<file path="config.mk">
export PLATFORM = sky130hd
export DESIGN_NAME = uart_receiver_flat
export DESIGN_NICKNAME = d
export VERILOG_FILES = /design/src/rtl/uart_pkg.sv /design/src/rtl/uart_receiver_if.sv /design/src/rtl/uart_sync_2ff.sv /design/src/rtl/uart_receiver.sv /design/src/flat_wrapper.sv
export SDC_FILE = /design/constraint.sdc
export NUM_CORES = 1
export LEC_CHECK = 0
export CAP_MARGIN = 10
export CORE_ASPECT_RATIO = 1.4
export CORE_MARGIN = 4
export CORE_UTILIZATION = 40
export CTS_CLUSTER_SIZE = 40
export DETAILED_ROUTE_END_ITERATION = 12
export PLACE_DENSITY_LB_ADDON = 0.2
export SLEW_MARGIN = 20
export SYNTH_ARGS = -nofsm -noshare
export SYNTH_HDL_FRONTEND = slang
export SYNTH_SLANG_ARGS = --single-unit
</file>
<file path="constraint.sdc">
create_clock -name clk -period 3.3 [get_ports clk]
set_input_delay 0.33 -clock clk [delete_from_list [all_inputs] [get_ports clk]]
set_output_delay 0.33 -clock clk [all_outputs]
set_load 0.02 [all_outputs]
</file>
<file path="src/rtl/uart_pkg.sv">
// Shared UART definitions: receiver FSM encoding, default bit period, frame width.
// The default bit period is shared with the transmitter so both ends agree on baud timing.
package uart_pkg;

    localparam int DEFAULT_CLKS_PER_BIT = 16;
    localparam int DATA_BITS            = 8;

    typedef enum logic [2:0] {
        ST_IDLE,
        ST_START,
        ST_DATA,
        ST_STOP,
        ST_BREAK
    } uart_rx_state_t;

endpackage

</file>
<file path="src/rtl/uart_receiver_if.sv">
// Receiver-to-consumer byte handshake with status flags.
// The master modport is the receiver side; the slave modport is the consumer side.
interface uart_receiver_if;
    import uart_pkg::*;

    logic [DATA_BITS-1:0] data_out;
    logic                 rx_valid;
    logic                 rx_ack;
    logic                 rx_ongoing;
    logic                 rx_done;
    logic                 rx_frame_err;
    logic                 rx_overrun;

    modport master (
        output data_out, rx_valid, rx_ongoing, rx_done, rx_frame_err, rx_overrun,
        input  rx_ack
    );

    modport slave (
        input  data_out, rx_valid, rx_ongoing, rx_done, rx_frame_err, rx_overrun,
        output rx_ack
    );

endinterface

</file>
<file path="src/rtl/uart_sync_2ff.sv">
// Two-flop synchroniser for the asynchronous serial line; resets to the idle-high level.
// Latency: 2 clk. Backpressure: none.
module uart_sync_2ff (
    input  logic clk,
    input  logic rst_n,
    input  logic i_d,
    output logic o_q
);

    logic r_meta;
    logic r_q;

    always_ff @(posedge clk) begin
        if (!rst_n) begin
            r_meta <= 1'b1;
            r_q    <= 1'b1;
        end else begin
            r_meta <= i_d;
            r_q    <= r_meta;
        end
    end

    assign o_q = r_q;

endmodule

</file>
<file path="src/rtl/uart_receiver.sv">
// 8N1 UART receiver: mid-bit start validation, centre sampling, valid/ack byte output.
// Latency: rx_done one cycle after the stop-bit sample (T0+154 at 16 clk/bit).
// Backpressure: a good byte arriving while rx_valid is pending is dropped and flags rx_overrun.
module uart_receiver
    import uart_pkg::*;
#(
    parameter int CLKS_PER_BIT = DEFAULT_CLKS_PER_BIT
) (
    input  logic             clk,
    input  logic             rst_n,
    input  logic             data_in_rx,
    uart_receiver_if.master  rx_if
);

    localparam int HALF_BIT = CLKS_PER_BIT / 2;
    localparam int CNT_W    = $clog2(CLKS_PER_BIT);
    localparam int IDX_W    = $clog2(DATA_BITS);

    typedef logic [CNT_W-1:0]     cnt_t;
    typedef logic [IDX_W-1:0]     idx_t;
    typedef logic [DATA_BITS-1:0] byte_t;

    localparam cnt_t HALF_LAST = cnt_t'(HALF_BIT - 1);
    localparam cnt_t BIT_LAST  = cnt_t'(CLKS_PER_BIT - 1);
    localparam idx_t IDX_LAST  = idx_t'(DATA_BITS - 1);

    logic           w_sync_rx;
    uart_rx_state_t r_state;
    uart_rx_state_t w_state_nxt;
    cnt_t           r_cnt;
    cnt_t           w_cnt_nxt;
    idx_t           r_bit_idx;
    idx_t           w_bit_idx_nxt;
    byte_t          r_shift;
    byte_t          w_shift_nxt;
    logic           w_good;
    logic           w_bad;

    byte_t          r_data;
    logic           r_valid;
    logic           r_done;
    logic           r_frame_err;
    logic           r_overrun;

    uart_sync_2ff u_sync (
        .clk   (clk),
        .rst_n (rst_n),
        .i_d   (data_in_rx),
        .o_q   (w_sync_rx)
    );

    always_ff @(posedge clk) begin
        if (!rst_n) begin
            r_state   <= ST_IDLE;
            r_cnt     <= '0;
            r_bit_idx <= '0;
            r_shift   <= '0;
        end else begin
            r_state   <= w_state_nxt;
            r_cnt     <= w_cnt_nxt;
            r_bit_idx <= w_bit_idx_nxt;
            r_shift   <= w_shift_nxt;
        end
    end

    always_comb begin
        w_state_nxt   = r_state;
        w_cnt_nxt     = r_cnt;
        w_bit_idx_nxt = r_bit_idx;
        w_shift_nxt   = r_shift;
        w_good        = 1'b0;
        w_bad         = 1'b0;
        case (r_state)
            ST_IDLE: begin
                if (!w_sync_rx) begin
                    w_state_nxt = ST_START;
                    w_cnt_nxt   = '0;
                end
            end
            ST_START: begin
                if (r_cnt == HALF_LAST) begin
                    w_cnt_nxt = '0;
                    if (!w_sync_rx) begin
                        w_state_nxt   = ST_DATA;
                        w_bit_idx_nxt = '0;
                    end else begin
                        w_state_nxt = ST_IDLE;
                    end
                end else begin
                    w_cnt_nxt = r_cnt + cnt_t'(1);
                end
            end
            ST_DATA: begin
                if (r_cnt == BIT_LAST) begin
                    w_cnt_nxt              = '0;
                    w_shift_nxt[r_bit_idx] = w_sync_rx;
                    w_bit_idx_nxt          = r_bit_idx + idx_t'(1);
                    if (r_bit_idx == IDX_LAST) begin
                        w_state_nxt = ST_STOP;
                    end
                end else begin
                    w_cnt_nxt = r_cnt + cnt_t'(1);
                end
            end
            ST_STOP: begin
                if (r_cnt == BIT_LAST) begin
                    w_cnt_nxt = '0;
                    if (w_sync_rx) begin
                        w_good      = 1'b1;
                        w_state_nxt = ST_IDLE;
                    end else begin
                        w_bad       = 1'b1;
                        w_state_nxt = ST_BREAK;
                    end
                end else begin
                    w_cnt_nxt = r_cnt + cnt_t'(1);
                end
            end
            // Wait out a held-low line so it cannot be mistaken for a new start bit.
            ST_BREAK: begin
                if (w_sync_rx) begin
                    w_state_nxt = ST_IDLE;
                end
            end
            default: begin
                w_state_nxt = ST_IDLE;
            end
        endcase
    end

    always_ff @(posedge clk) begin
        if (!rst_n) begin
            r_data      <= '0;
            r_valid     <= 1'b0;
            r_done      <= 1'b0;
            r_frame_err <= 1'b0;
            r_overrun   <= 1'b0;
        end else begin
            r_done      <= w_good;
            r_frame_err <= w_bad;
            if (w_good) begin
                // An ack landing on the completion edge frees the slot for the new byte.
                if (!r_valid || rx_if.rx_ack) begin
                    r_data    <= r_shift;
                    r_valid   <= 1'b1;
                    r_overrun <= 1'b0;
                end else begin
                    r_overrun <= 1'b1;
                end
            end else if (r_valid && rx_if.rx_ack) begin
                r_valid   <= 1'b0;
                r_overrun <= 1'b0;
            end
        end
    end

    assign rx_if.data_out     = r_data;
    assign rx_if.rx_valid     = r_valid;
    assign rx_if.rx_done      = r_done;
    assign rx_if.rx_frame_err = r_frame_err;
    assign rx_if.rx_overrun   = r_overrun;
    assign rx_if.rx_ongoing   = (r_state == ST_START) || (r_state == ST_DATA) || (r_state == ST_STOP);

endmodule

</file>
<file path="src/flat_wrapper.sv">
// flat-port wrapper written by rule: the top's interface ports become plain ports
module uart_receiver_flat import uart_pkg::*;
#(
    parameter int CLKS_PER_BIT = DEFAULT_CLKS_PER_BIT
)
  (clk, rst_n, data_in_rx, rx_if_data_out, rx_if_rx_valid, rx_if_rx_ongoing, rx_if_rx_done, rx_if_rx_frame_err, rx_if_rx_overrun, rx_if_rx_ack);
  uart_receiver_if rx_if_i ();
  input  logic clk;
  input  logic rst_n;
  input  logic data_in_rx;
  output wire logic [$bits(rx_if_i.data_out)-1:0] rx_if_data_out;
  output wire logic [$bits(rx_if_i.rx_valid)-1:0] rx_if_rx_valid;
  output wire logic [$bits(rx_if_i.rx_ongoing)-1:0] rx_if_rx_ongoing;
  output wire logic [$bits(rx_if_i.rx_done)-1:0] rx_if_rx_done;
  output wire logic [$bits(rx_if_i.rx_frame_err)-1:0] rx_if_rx_frame_err;
  output wire logic [$bits(rx_if_i.rx_overrun)-1:0] rx_if_rx_overrun;
  input wire logic [$bits(rx_if_i.rx_ack)-1:0] rx_if_rx_ack;
  assign rx_if_data_out = rx_if_i.data_out;
  assign rx_if_rx_valid = rx_if_i.rx_valid;
  assign rx_if_rx_ongoing = rx_if_i.rx_ongoing;
  assign rx_if_rx_done = rx_if_i.rx_done;
  assign rx_if_rx_frame_err = rx_if_i.rx_frame_err;
  assign rx_if_rx_overrun = rx_if_i.rx_overrun;
  assign rx_if_i.rx_ack = rx_if_rx_ack;
  uart_receiver #(.CLKS_PER_BIT(CLKS_PER_BIT)) u_core (.clk(clk), .rst_n(rst_n), .data_in_rx(data_in_rx), .rx_if(rx_if_i));
endmodule
</file>
Word level (Yosys, flattened, before mapping)
Cells that the tools add are included.
- ROM bits: 0
- bits in writable memories: 0
- memories: 0
- input port bits: 4
- register bits: 32
- latch bits: 0
- multiplexer cells: 29
- equality and inequality tests: 15
- multipliers: 0
- div/mod/pow operators: 0
- magnitude comparators: 2
- add/sub/neg operators: 2
- shifts and indexed selects: 0
- reduce and logical (&&, ||, !) cells: 18
- bitwise logic cells: 0
- operator list (operator ; number):
    2-to-1 mux 3 bit ; 10
    one-hot mux 3 bit (5 select lines) ; 1
    2-to-1 mux 4 bit ; 3
    one-hot mux 4 bit (3 select lines) ; 1
    2-to-1 mux 1 bit ; 10
    bitwise mux 8 bit ; 1
    != test 2 x 1 -> 1 bit (second input constant) ; 4
    != test 2 bit (second input constant) ; 4
    AND reduction 2 bit ; 4
    == test 3 x 2 -> 1 bit (second input constant) ; 2
    == test 3 bit (second input constant) ; 2
    one-hot mux 3 bit (2 select lines) ; 1
    AND reduction 6 bit ; 1
    adder 4 x 1 -> 4 bit (second input constant) ; 1
    == test 4 x 3 -> 1 bit (second input constant) ; 1
    == test 4 bit (second input constant) ; 1
    < comparator 3 x 4 -> 1 bit (second input constant) ; 1
    AND reduction 4 bit ; 1
    nonzero test 2 bit ; 2
    adder 3 x 1 -> 3 bit (second input constant) ; 1
    demux 1 bit (select 3 bit) ; 1
    == test 3 x 1 -> 1 bit (second input constant) ; 1
    >= comparator 3 x 1 -> 1 bit (second input constant) ; 1
    zero test 3 bit ; 1
    other kinds (7) ; 10

Logic depth before layout (Yosys ltp)
Gate-level depths: netlist of run 1.
- word-level depth: 5
- depth in mapped cells: 5
- depth with buffers taken out: 5

Cells and area by module
From an unflattened synthesis of run 1, not the netlist that was laid out.
- cell total of the unflattened synthesis: 170
- area total of the unflattened synthesis: 1595.3 um^2
- modules (own cells, without submodules) (module ; cells each ; instances ; area each (um^2)):
    uart_receiver ; 166 ; 1 ; 1542.7
    uart_sync_2ff ; 4 ; 1 ; 52.6

Least setup slack after synthesis of run 1
Ideal clock, no wire load.
- path type: register -> register
- from: reg u_core.r_cnt[0]
- to: reg u_core.r_data[0], in the netlist u_core.rx_if.data_out[0]
- arrival: 1.365 ns
- setup slack: 1.819 ns
- setup time: 0.116 ns
- required time: 3.184 ns
- path buffers: 0
- clock period less this slack: 1.481 ns
- cell stages (with the launch flop): 6
- cell sequence: dfxtp_1 ha_1 nand3b_4 nor3_4 mux2i_1 nor2b_1
- longest elaborated chain between the ends: 4
- ends and longest elaborated chain (item ; RTL line ; RTL):
    start, declared ; uart_receiver.sv:30 ; cnt_t r_cnt;
    start signal, assigned ; uart_receiver.sv:60 ; r_cnt <= w_cnt_nxt;
    == test 4 bit ; uart_receiver.sv:106 ; if (r_cnt == BIT_LAST) begin
    2-to-1 mux 1 bit ; uart_receiver.sv:106 ;
    2-to-1 mux 1 bit ; uart_receiver.sv:73 ; case (r_state)
    AND reduction 2 bit (no source line) ; n/a ;
    end signal, assigned ; uart_receiver.sv:144 ; r_data <= r_shift;
    end, declared ; uart_receiver.sv:39 ; byte_t r_data;
Every way passes these cells.
A chain may end at the register's enable or synchronous reset.

Worst setup path in the final report of run 1
- from: reg u_core.r_state[1]
- to: out rx_if_rx_ongoing
- longest elaborated chain between the ends: 3
- ends and longest elaborated chain (item ; RTL line ; RTL):
    start, declared ; uart_receiver.sv:28 ; uart_rx_state_t r_state;
    start signal, assigned ; uart_receiver.sv:59 ; r_state <= w_state_nxt;
    == test 3 x 1 -> 1 bit or == test 3 x 2 -> 1 bit (tied branches) ; uart_receiver.sv:162 ; assign rx_if.rx_ongoing = (r_state == ST_START) || (r_state == ST_DATA) || (r_state == ST_STOP);
    logical OR 1 bit ; uart_receiver.sv:162 ;
    logical OR 1 bit * ; uart_receiver.sv:162 ;
    end, declared ; flat_wrapper.sv:13 ; output wire logic [$bits(rx_if_i.rx_ongoing)-1:0] rx_if_rx_ongoing;
Every way passes the cells marked *; elsewhere a longest branch is shown, timed or not.

==> run_results.csv, run 1 <==
group,metric,value,unit
outcome,outcome,"finished, final reports clean",
floorplan,pin_count,17,
synthesis,postSynthRegisterBits,32,
sta,maxClockFrequency,492.4,MHz
floorplan,core_region_area,3410,um2
power,internal_power_of_the_cells,0.5675,mW
power,p_per_area,425.2,nW/um2
clocking,clockBufferDepth,2,
setup_path,worstSetupEndpointType,"output pin",
synthesis,synth_ff_type,"sky130_fd_sc_hd__dfxtp_1",
place,gp_routability_congestion,0.6843,
clocking,post-cts-setup-buffers,0,
floorplan,dieHeight,78.66,um
layout,num_antenna_cells,0,
synthesis,synth_enable_flop_cells,0,
sta,period_share,61.55,%
routing,drt.antenna.violating_nets,0,
synthesis,post_synth_inst_count,142,
power,clockPowerShare,42.0,%
clocking,h-tree-depth,2,
sta,timing.final.crit_period,2031,ps
power,power_leakage,0.6633,nW
sta,timing_worst_slew_pin_value,523.6,ps
sta,count_of_endpoints_failing_hold_in_the_final_timing_report,0,
place,placement.io_buffers,16,
clocking,postCtsResizedCells,0,
floorplan,chipWidth,58.47,um
synthesis,synth.cell_area,1426,um2
clocking,cts.hold.buffers_added,0,
synthesis,asyncSetResetFlopFracSynth,0,%
power,seq_power_share,54.3,%
place,dp.final_hpwl,1.848,mm
sta,setup_repair_after_global_routing_missed_its_margin,"no",
worst_hold_path,hp-class,"reg2reg",
routing,drt_first_pass_iters,4,
routing,totalWireLength,2.584,mm
clocking,clk_pin_slew,60,ps
run,max_cap_violations,0,
sta,final.setup.tns,0,ps
place,dpl-instance-area,1604,um2
synthesis,post-synth-top-count-cell,"sky130_fd_sc_hd__dfxtp_1",
synthesis,synth_top_area_share,44.91,%
power,worst_ir_drop_vdd,0.2834,mV
synthesis,ys_warnings,0,
setup_path,cp_max_fo,9,
synthesis,syn_avg_cell_area,10.04,um2
sta,report.final.slew_viol_count,0,
grt,grt.overflow.total,0,
clocking,clockRootBuffer,"sky130_fd_sc_hd__clkbuf_8",
clocking,cts_tree,"yes",
power,p_switching,0.1540,mW
setup_path,critical_path_launch_point_type,"flop",
setup_path,reg2reg_depth,4,
routing,post_drt_wl_per_cell,13.05,um
synthesis,synth_commonest_cells,"32 x sky130_fd_sc_hd__dfxtp_1, 18 x sky130_fd_sc_hd__mux2i_1, 14 x sky130_fd_sc_hd__nor2b_1",
setup_path,setup.reg_to_reg.worst_slack,1620,ps
synthesis,yosysSeqAreaShare,44.91,%
routing,route.detailed.drc,0,
layout,fin_nets,164,
power,switching_share,21.34,%
clocking,clkSinkCount,32,
synthesis,synthesis.nets,149,
grt,grt_util_all_layers,12.82,%
synthesis,synthDistinctLibCells,39,
layout,multi_input_comb_area,734.5,um2
floorplan,die-area,4599,um2
setup_path,cp_data_required_time,2970,ps
layout,layout-area-overhead-vs-synth,18.95,%
setup_path,setup_cp_type,"reg2out",
sta,finalSetupViolations,0,
clocking,worst_skew_pair.late_latency,280,ps
sta,maxSlewHeadroom,64.98,%
synthesis,synth_largest_area_cell,"sky130_fd_sc_hd__dfxtp_1",
layout,drive_above_1_share,8.861,%
routing,detail_route.iter0.violations,41,
floorplan,floorplan.initialDensity,41.83,%
floorplan,row_count,25,
grt,grt_start_max_net_pins,17,
worst_hold_path,min_path_cells,1,
sta,finClkSkew,6.208,ps
routing,route.detailed.vias_per_inst,5.237,
grt,grt_pass1_vias,1008,
clocking,numCtsBuffers,5,
grt,grt_pass1_wl,4.505,mm
layout,seq_area,640.6,um2
layout,layout.cell_area.non_filler,1697,um2
synthesis,synth_area_leaders,"sky130_fd_sc_hd__dfxtp_1 45%, sky130_fd_sc_hd__mux2i_1 13%, sky130_fd_sc_hd__nor2b_1 6.1%",
routing,route.vias.total,1037,
setup_path,worst-endpoint-arrival,1700,ps
grt,antenna_found_initial,0,
power,combPwrFrac,3.6,%
layout,n_fill_cell,329,
==> cell usage in the layout, fill, tap and decap left out, types with 4 or more instances in the layout <==
cell	netlist	layout
sky130_fd_sc_hd__and2_1	4	4
sky130_fd_sc_hd__clkbuf_8	0	6
sky130_fd_sc_hd__clkdlybuf4s50_1	0	16
sky130_fd_sc_hd__dfxtp_1	32	32
sky130_fd_sc_hd__mux2i_1	18	18
sky130_fd_sc_hd__nand2_1	10	10
sky130_fd_sc_hd__nand2b_1	4	4
sky130_fd_sc_hd__nor2_1	8	8
sky130_fd_sc_hd__nor2b_1	14	14
==> stage by stage <==
| stage | setup WS, ps | hold slack, ps | power (mW) | instances | utilization [%] |
|---|---|---|---|---|---|
| floorplan | 1819 | 386.3 | 0.4170 | 142 | - |
| global placement | 1449 | 392.7 | 0.4264 | 190 | 47.05 |
| detailed placement | 1366 | 396.5 | 0.4271 | 190 | 47.05 |
| CTS | 1232 | 411.2 | 0.7352 | 198 | 49.76 |
| global route | 1147 | 429.4 | 0.7552 | 198 | 49.76 |
| finish | 1269 | 406.4 | 0.7215 | 198 | 49.76 |
==> metal layers <==
| layer | up-vias | GRT usage, % | part of all wire (%) |
|---|---|---|---|
| met4 | 0 | 6.265 | 2.2 |
| met1 | 487 | 14.71 | 43 |
| met5 | - | 0 | 0 |
| li1 | 533 | - | - |
| met2 | 13 | 20.92 | 51 |
| met3 | 4 | 4.112 | 3.8 |
==> kinds of logic after synthesis <==
kind of cell,Yosys count,share of synthesized area [%]
compound gates,17,9.387
flops,32,44.91
fa+ha+maj,3,2.632
mux,18,12.63
simple gates,59,26.23
xor+xnor,1,0.6141
buf+inv,12,3.597
==> power groups by stage <==
stage	clock [mW]	sequential, mW	combinational (mW)
floorplan	0	0.399	0.0181
finish	0.303	0.392	0.0263
global placement	0	0.400	0.0260
detailed placement	0	0.401	0.0266
CTS	0.317	0.392	0.0269
global route	0.334	0.392	0.0290
==> cell type report <==
| class | count | area share (%) |
|---|---|---|
| inverters | 3 | 0.6637 |
| clock buffers | 6 | 4.867 |
| well taps | 40 | 2.950 |
| flip-flops and latches | 32 | 37.76 |
| multi-input cells | 98 | 43.29 |
| clock inverters | 2 | 0.5900 |
| repair buffers | 17 | 9.882 |
==> final timing paths <==
| path | start | end |
|---|---|---|
| setup / recovery | u_core.r_state[1] | rx_if_rx_ongoing |
| hold / removal | u_core.u_sync.r_meta | u_core.u_sync.o_q |
| setup reg to reg | u_core.u_sync.o_q | u_core.rx_if.data_out[7] |
| hold reg to reg | u_core.u_sync.r_meta | u_core.u_sync.o_q |
==> registers in the layout, indices dropped and copies added (netlist names) <==
| name | count |
|---|---|
| u_core.r_cnt | 4 |
| u_core.rx_if.rx_frame_err | 1 |
| u_core.rx_if.data_out | 8 |
| u_core.rx_if.rx_valid | 1 |
| u_core.r_state | 3 |
| u_core.u_sync.r_meta | 1 |
| u_core.u_sync.o_q | 1 |
| u_core.r_bit_idx | 3 |
| u_core.rx_if.rx_overrun | 1 |
| u_core.r_shift | 8 |
| u_core.rx_if.rx_done | 1 |
==> worst max-delay path: stages, from the launching register on <==
cell and delay, ps:
sky130_fd_sc_hd__dfxtp_1 480, sky130_fd_sc_hd__nor2_1 170, sky130_fd_sc_hd__nor2_1 160, sky130_fd_sc_hd__clkdlybuf4s50_1 620
Note: power is estimated with default switching activity, not from simulation.
==> inputs of run 2 (changes only) <==
==> constraint.sdc (replaced) <==
create_clock -name clk -period 1.8 [get_ports clk]
set_input_delay 0.18 -clock clk [delete_from_list [all_inputs] [get_ports clk]]
set_output_delay 0.18 -clock clk [all_outputs]
set_load 0.02 [all_outputs]
==> run_results.csv, run 2 (synthesized netlist as in run 1, its figures left out) <==
group,metric,value,unit
routing,route.detailed.vias_per_inst,5.308,
place,placement.io_buffers,16,
routing,detail_route.iter0.violations,18,
sta,setup_repair_after_global_routing_missed_its_margin,"no",
setup_path,worst-endpoint-arrival,1800,ps
setup_path,critical_path_launch_point_type,"flop",
layout,fin_nets,167,
sta,holdWs,408.7,ps
power,worst_ir_drop_vdd,0.6032,mV
sta,layout_setup_ws,143.7,ps
setup_path,setup_cp_type,"reg2reg",
clocking,clk_pin_slew,60,ps
clocking,cts_tree,"yes",
floorplan,die-area,4599,um2
sta,finClkSkew,3.132,ps
sta,finalSetupViolations,0,
run,max_cap_violations,0,
setup_path,cp_max_fo,6,
floorplan,core_region_area,3410,um2
setup_path,cp_data_required_time,1950,ps
layout,layout-area-overhead-vs-synth,20.61,%
grt,grt_pass1_vias,1142,
routing,drt.antenna.violating_nets,0,
layout,finish.utilization,50.46,%
outcome,outcome,"finished, final reports clean",
grt,grt_util_all_layers,14.34,%
place,gp_routability_congestion,0.8051,
sta,timing_worst_slew_pin_value,391.6,ps
place,detailedPlace.worstSlack,153.0,ps
sta,maxSlewHeadroom,73.86,%
sta,count_of_endpoints_failing_hold_in_the_final_timing_report,0,
layout,n_fill_cell,344,
grt,grt_start_max_net_pins,18,
power,power_leakage,0.6896,nW
grt,grt_pass1_wl,5.064,mm
clocking,clkSinkCount,32,
power,p_per_area,764.8,nW/um2
clocking,numCtsBuffers,5,
sta,timing.final.crit_period,1656,ps
setup_path,worstSetupEndpointType,"flop",
sta,report.final.slew_viol_count,0,
routing,post_drt_wl_per_cell,13.89,um
layout,layout_commonest_cell,"sky130_fd_sc_hd__dfxtp_1",
floorplan,row_count,25,
layout,drive_above_1_share,9.938,%
floorplan,dieHeight,78.66,um
grt,grt.overflow.total,0,
clocking,h-tree-depth,2,
place,dp.final_hpwl,2.048,mm
layout,most-common-layout-cells,"31 x sky130_fd_sc_hd__dfxtp_1, 18 x sky130_fd_sc_hd__mux2i_1, 15 x sky130_fd_sc_hd__clkdlybuf4s50_1, 14 x sky130_fd_sc_hd__nor2b_1, 10 x sky130_fd_sc_hd__nand2_1",
routing,route.detailed.drc,0,
clocking,post-cts-setup-buffers,0,
floorplan,pin_count,17,
routing,totalWireLength,2.791,mm
clocking,clockRootBuffer,"sky130_fd_sc_hd__clkbuf_8",
clocking,worst_skew_pair.late_latency,280,ps
layout,num_antenna_cells,0,
routing,route.vias.total,1067,
sta,period_share,92.02,%
sta,maxClockFrequency,603.7,MHz
floorplan,floorplan.initialDensity,41.83,%
routing,drt_first_pass_iters,4,
sta,final.setup.tns,0,ps
clocking,clockBufferDepth,2,
worst_hold_path,hp-class,"reg2reg",
floorplan,chipWidth,58.47,um
grt,antenna_found_initial,0,
-- run 2: cell count changes in the layout (fill, tap and decap cells not counted) --
cell	delta
sky130_fd_sc_hd__buf_4	+3
sky130_fd_sc_hd__clkbuf_1	+2
sky130_fd_sc_hd__clkinv_2	-2
sky130_fd_sc_hd__clkdlybuf4s50_1	-1
sky130_fd_sc_hd__dfxtp_1	-1
sky130_fd_sc_hd__dfxtp_2	+1
sky130_fd_sc_hd__dlymetal6s2s_1	+1
-- run 2: worst max-delay path: stages, from the launching register on --
cell                       delay, ps
sky130_fd_sc_hd__dfxtp_1         380
sky130_fd_sc_hd__ha_1            270
sky130_fd_sc_hd__nand3b_4        130
sky130_fd_sc_hd__nand2b_1        250
sky130_fd_sc_hd__o311ai_0        350
sky130_fd_sc_hd__o41ai_1         130
-- run 2: final cells by class --
class,instances,area [um2],share of cell area (%)
clock buffer,8,90.09,5.236
inverter,3,11.26,0.6545
multi-input combinational,98,734.5,42.69
sequential,32,641.9,37.31
tap,40,50.05,2.909
timing repair buffer,20,192.7,11.20
-- run 2: per-stage QoR --
stage,cell area (um2),total power [mW],cells
after floorplan,1426,0.7645,142
after global placement,1627,0.7848,193
after detailed placement,1627,0.7863,193
after CTS,1718,1.340,201
after global routing,1720,1.375,201
final,1720,1.316,201
-- run 2: worst paths after layout --
kind                              from                end  slack (ps)  depth (start not counted)
setup / recovery       u_core.r_cnt[0]  u_core.r_shift[3]         140                          5
hold / removal    u_core.u_sync.r_meta  u_core.u_sync.o_q         410                          1
setup reg to reg       u_core.r_cnt[0]  u_core.r_shift[3]         140                          5
hold reg to reg   u_core.u_sync.r_meta  u_core.u_sync.o_q         410                          1
-- run 2: per-layer routing --
layer	share of wire (%)	vias to the layer above	global-route usage, %	wire [um]
li1	-	536	-	-
met1	42	510	15.57	1184
met2	52	15	24.16	1440
met3	3.6	6	4.605	100
met4	2.3	0	7.425	64
met5	0	-	0	0
-- run 2: where the power goes --
group | switching (mW) | internal (mW) | total [mW] | leakage (nW)
combinational | 0.0256 | 0.0255 | 0.0511 | 0.385
sequential | 0.00556 | 0.713 | 0.719 | 0.259
clock | 0.235 | 0.311 | 0.546 | 0.0455
total | 0.266 | 1.05 | 1.32 | 0.690
-- run 2: what timing repair did --
action | in CTS | in global routing
gates resized for setup | 1 | 1
hold buffers | 0 | 0
setup endpoints to repair | 1 | 1
==> inputs of run 3 (changes only) <==
--- a/config.mk
+++ b/config.mk
@@ -11,7 +11,9 @@
 export CORE_UTILIZATION = 40
 export CTS_CLUSTER_SIZE = 40
 export DETAILED_ROUTE_END_ITERATION = 12
+export HOLD_SLACK_MARGIN = 0.05
 export PLACE_DENSITY_LB_ADDON = 0.2
+export REMOVE_ABC_BUFFERS = 1
 export SLEW_MARGIN = 20
 export SYNTH_ARGS = -nofsm -noshare
 export SYNTH_HDL_FRONTEND = slang
==> run_results.csv, run 3 (synthesized netlist as in run 1, its figures left out) <==
group,metric,value,unit
clocking,clk_pin_slew,60,ps
setup_path,cp_max_fo,6,
floorplan,row_count,25,
clocking,clkSinkCount,32,
clocking,cts_tree,"yes",
place,dp.final_hpwl,1.902,mm
routing,post_drt_wl_per_cell,13.33,um
floorplan,pin_count,17,
layout,layout_commonest_cell,"sky130_fd_sc_hd__dfxtp_1",
power,power_leakage,0.6813,nW
grt,grt_pass1_vias,1074,
sta,report.final.slew_viol_count,0,
sta,period_share,90.29,%
clocking,clockBufferDepth,2,
routing,route.detailed.drc,0,
sta,holdWs,406.5,ps
sta,final.setup.tns,0,ps
sta,timing_worst_slew_pin_value,410.7,ps
layout,most-common-layout-cells,"31 x sky130_fd_sc_hd__dfxtp_1, 18 x sky130_fd_sc_hd__mux2i_1, 15 x sky130_fd_sc_hd__clkdlybuf4s50_1, 14 x sky130_fd_sc_hd__nor2b_1, 10 x sky130_fd_sc_hd__nand2_1",
clocking,worst_skew_pair.late_latency,280,ps
sta,finalSetupViolations,0,
routing,route.detailed.vias_per_inst,5.337,
power,p_switching,0.2737,mW
setup_path,worstSetupEndpointType,"flop",
clocking,h-tree-depth,2,
sta,maxSlewHeadroom,72.58,%
grt,grt_util_all_layers,13.07,%
worst_hold_path,hp-class,"reg2reg",
worst_hold_path,min_path_cells,1,
floorplan,core_region_area,3410,um2
layout,layout-area-overhead-vs-synth,19.74,%
place,placement.io_buffers,16,
power,clockPowerShare,41.9,%
routing,drt.antenna.violating_nets,0,
clocking,numCtsBuffers,5,
setup_path,cpMaxStageDelayCell,"sky130_fd_sc_hd__dfxtp_1",
power,switching_share,20.72,%
clocking,cts.hold.buffers_added,0,
place,dpl.cell_count,191,
grt,grt_start_max_net_pins,24,
setup_path,cp_data_required_time,1950,ps
run,max_cap_violations,0,
setup_path,worst-endpoint-arrival,1780,ps
power,internal_power_of_the_cells,1.047,mW
floorplan,chipWidth,58.47,um
grt,grt.overflow.total,0,
routing,totalWireLength,2.653,mm
setup_path,setup.reg_to_reg.worst_slack,170,ps
sta,count_of_endpoints_failing_hold_in_the_final_timing_report,0,
floorplan,dieHeight,78.66,um
layout,n_fill_cell,320,
power,p_per_area,773.6,nW/um2
setup_path,setup_cp_type,"reg2reg",
power,seq_power_share,54.4,%
layout,drive_above_1_share,9.434,%
setup_path,r2r-end,"u_core.r_shift[3]",
layout,layoutNonFillerInstCount,199,
place,gp_routability_congestion,0.7677,
outcome,outcome,"finished, final reports clean",
layout,num_antenna_cells,0,
layout,fin_nets,165,
worst_hold_path,worst_hold_startpoint,"u_core.u_sync.r_meta",
power,worst_ir_drop_vdd,0.6814,mV
grt,grt_pass1_wl,4.643,mm
routing,detail_route.iter0.violations,30,
routing,drt_first_pass_iters,4,
floorplan,die-area,4599,um2
setup_path,reg2reg_from,"u_core.r_cnt[0]",
sta,setup_repair_after_global_routing_missed_its_margin,"no",
clocking,post-cts-setup-buffers,0,
sta,finClkSkew,5.193,ps
routing,route.vias.total,1062,
setup_path,critical_path_launch_point_type,"flop",
setup_path,critical-path-max-stage-delay,370,ps
sta,maxClockFrequency,615.3,MHz
grt,antenna_found_initial,0,
setup_path,worstPathCellList,"ha_1 -> nand3b_4 -> nand2b_1 -> o311ai_0 -> o41ai_1",
floorplan,floorplan.initialDensity,41.83,%
clocking,clockRootBuffer,"sky130_fd_sc_hd__clkbuf_8",
setup_path,reg2reg_depth,5,
sta,timing.final.crit_period,1625,ps
power,combPwrFrac,3.7,%
worst_hold_path,hold_end,"u_core.u_sync.o_q",
-- run 3: worst max-delay path, delay by kind of cell, from the launching register on --
kind,cells,cell delay [ps]
flops,1,370
compound gates,2,470
fa+ha+maj,1,270
simple gates,2,390
-- run 3: cell type report --
cell class	count	area [um2]	area share [%]
well taps	40	50.05	2.930
inverters	3	11.26	0.6593
multi-input cells	98	737.0	43.15
flip-flops and latches	32	641.9	37.58
repair buffers	18	177.7	10.40
clock buffers	8	90.09	5.275
-- run 3: worst max path at each step --
stage,startpoint,to,cells past startpoint
after floorplan,u_core.r_cnt[0],u_core.rx_if.data_out[0],5
after global placement,u_core.r_state[1],rx_if_rx_ongoing,3
after detailed placement,u_core.r_cnt[0],u_core.r_shift[3],5
after CTS,u_core.r_state[0],rx_if_rx_ongoing,3
after global routing,u_core.r_cnt[0],u_core.r_shift[3],5
final,u_core.r_cnt[0],u_core.r_shift[3],5
-- run 3: repair_timing --
| item | in CTS | in global routing |
|---|---|---|
| pin swaps | 0 | 0 |
| endpoints found under the setup margin | 1 | 1 |
| gates resized for setup | 2 | 1 |
-- run 3: layer usage --
metal  wire [um]  GRT usage [%]  up-vias
met5           0              0        -
met4          38          5.568        0
met3          96          4.441        6
met2        1358          22.15       21
met1        1160          14.44      505
li1            -              -      530
-- run 3: metrics by stage --
stage / utilization [%] / cell area (um2) / power, mW / setup WS (ps)
after floorplan: - / 1386 / 0.7573 / 319.1
after global placement: 47.27 / 1612 / 0.7817 / 229.9
after detailed placement: 47.27 / 1612 / 0.7836 / 172.6
after CTS: 50.02 / 1705 / 1.346 / 33.85
after global routing: 50.09 / 1708 / 1.381 / 27.41
final: 50.09 / 1708 / 1.321 / 174.8
-- run 3: power groups by stage --
stage,Sequential (mW),Clock [mW],Combinational [mW]
CTS,0.718,0.578,0.0501
detailed placement,0.734,0,0.0497
finish,0.718,0.554,0.0490
global route,0.718,0.609,0.0541
floorplan,0.732,0,0.0248
global placement,0.734,0,0.0480
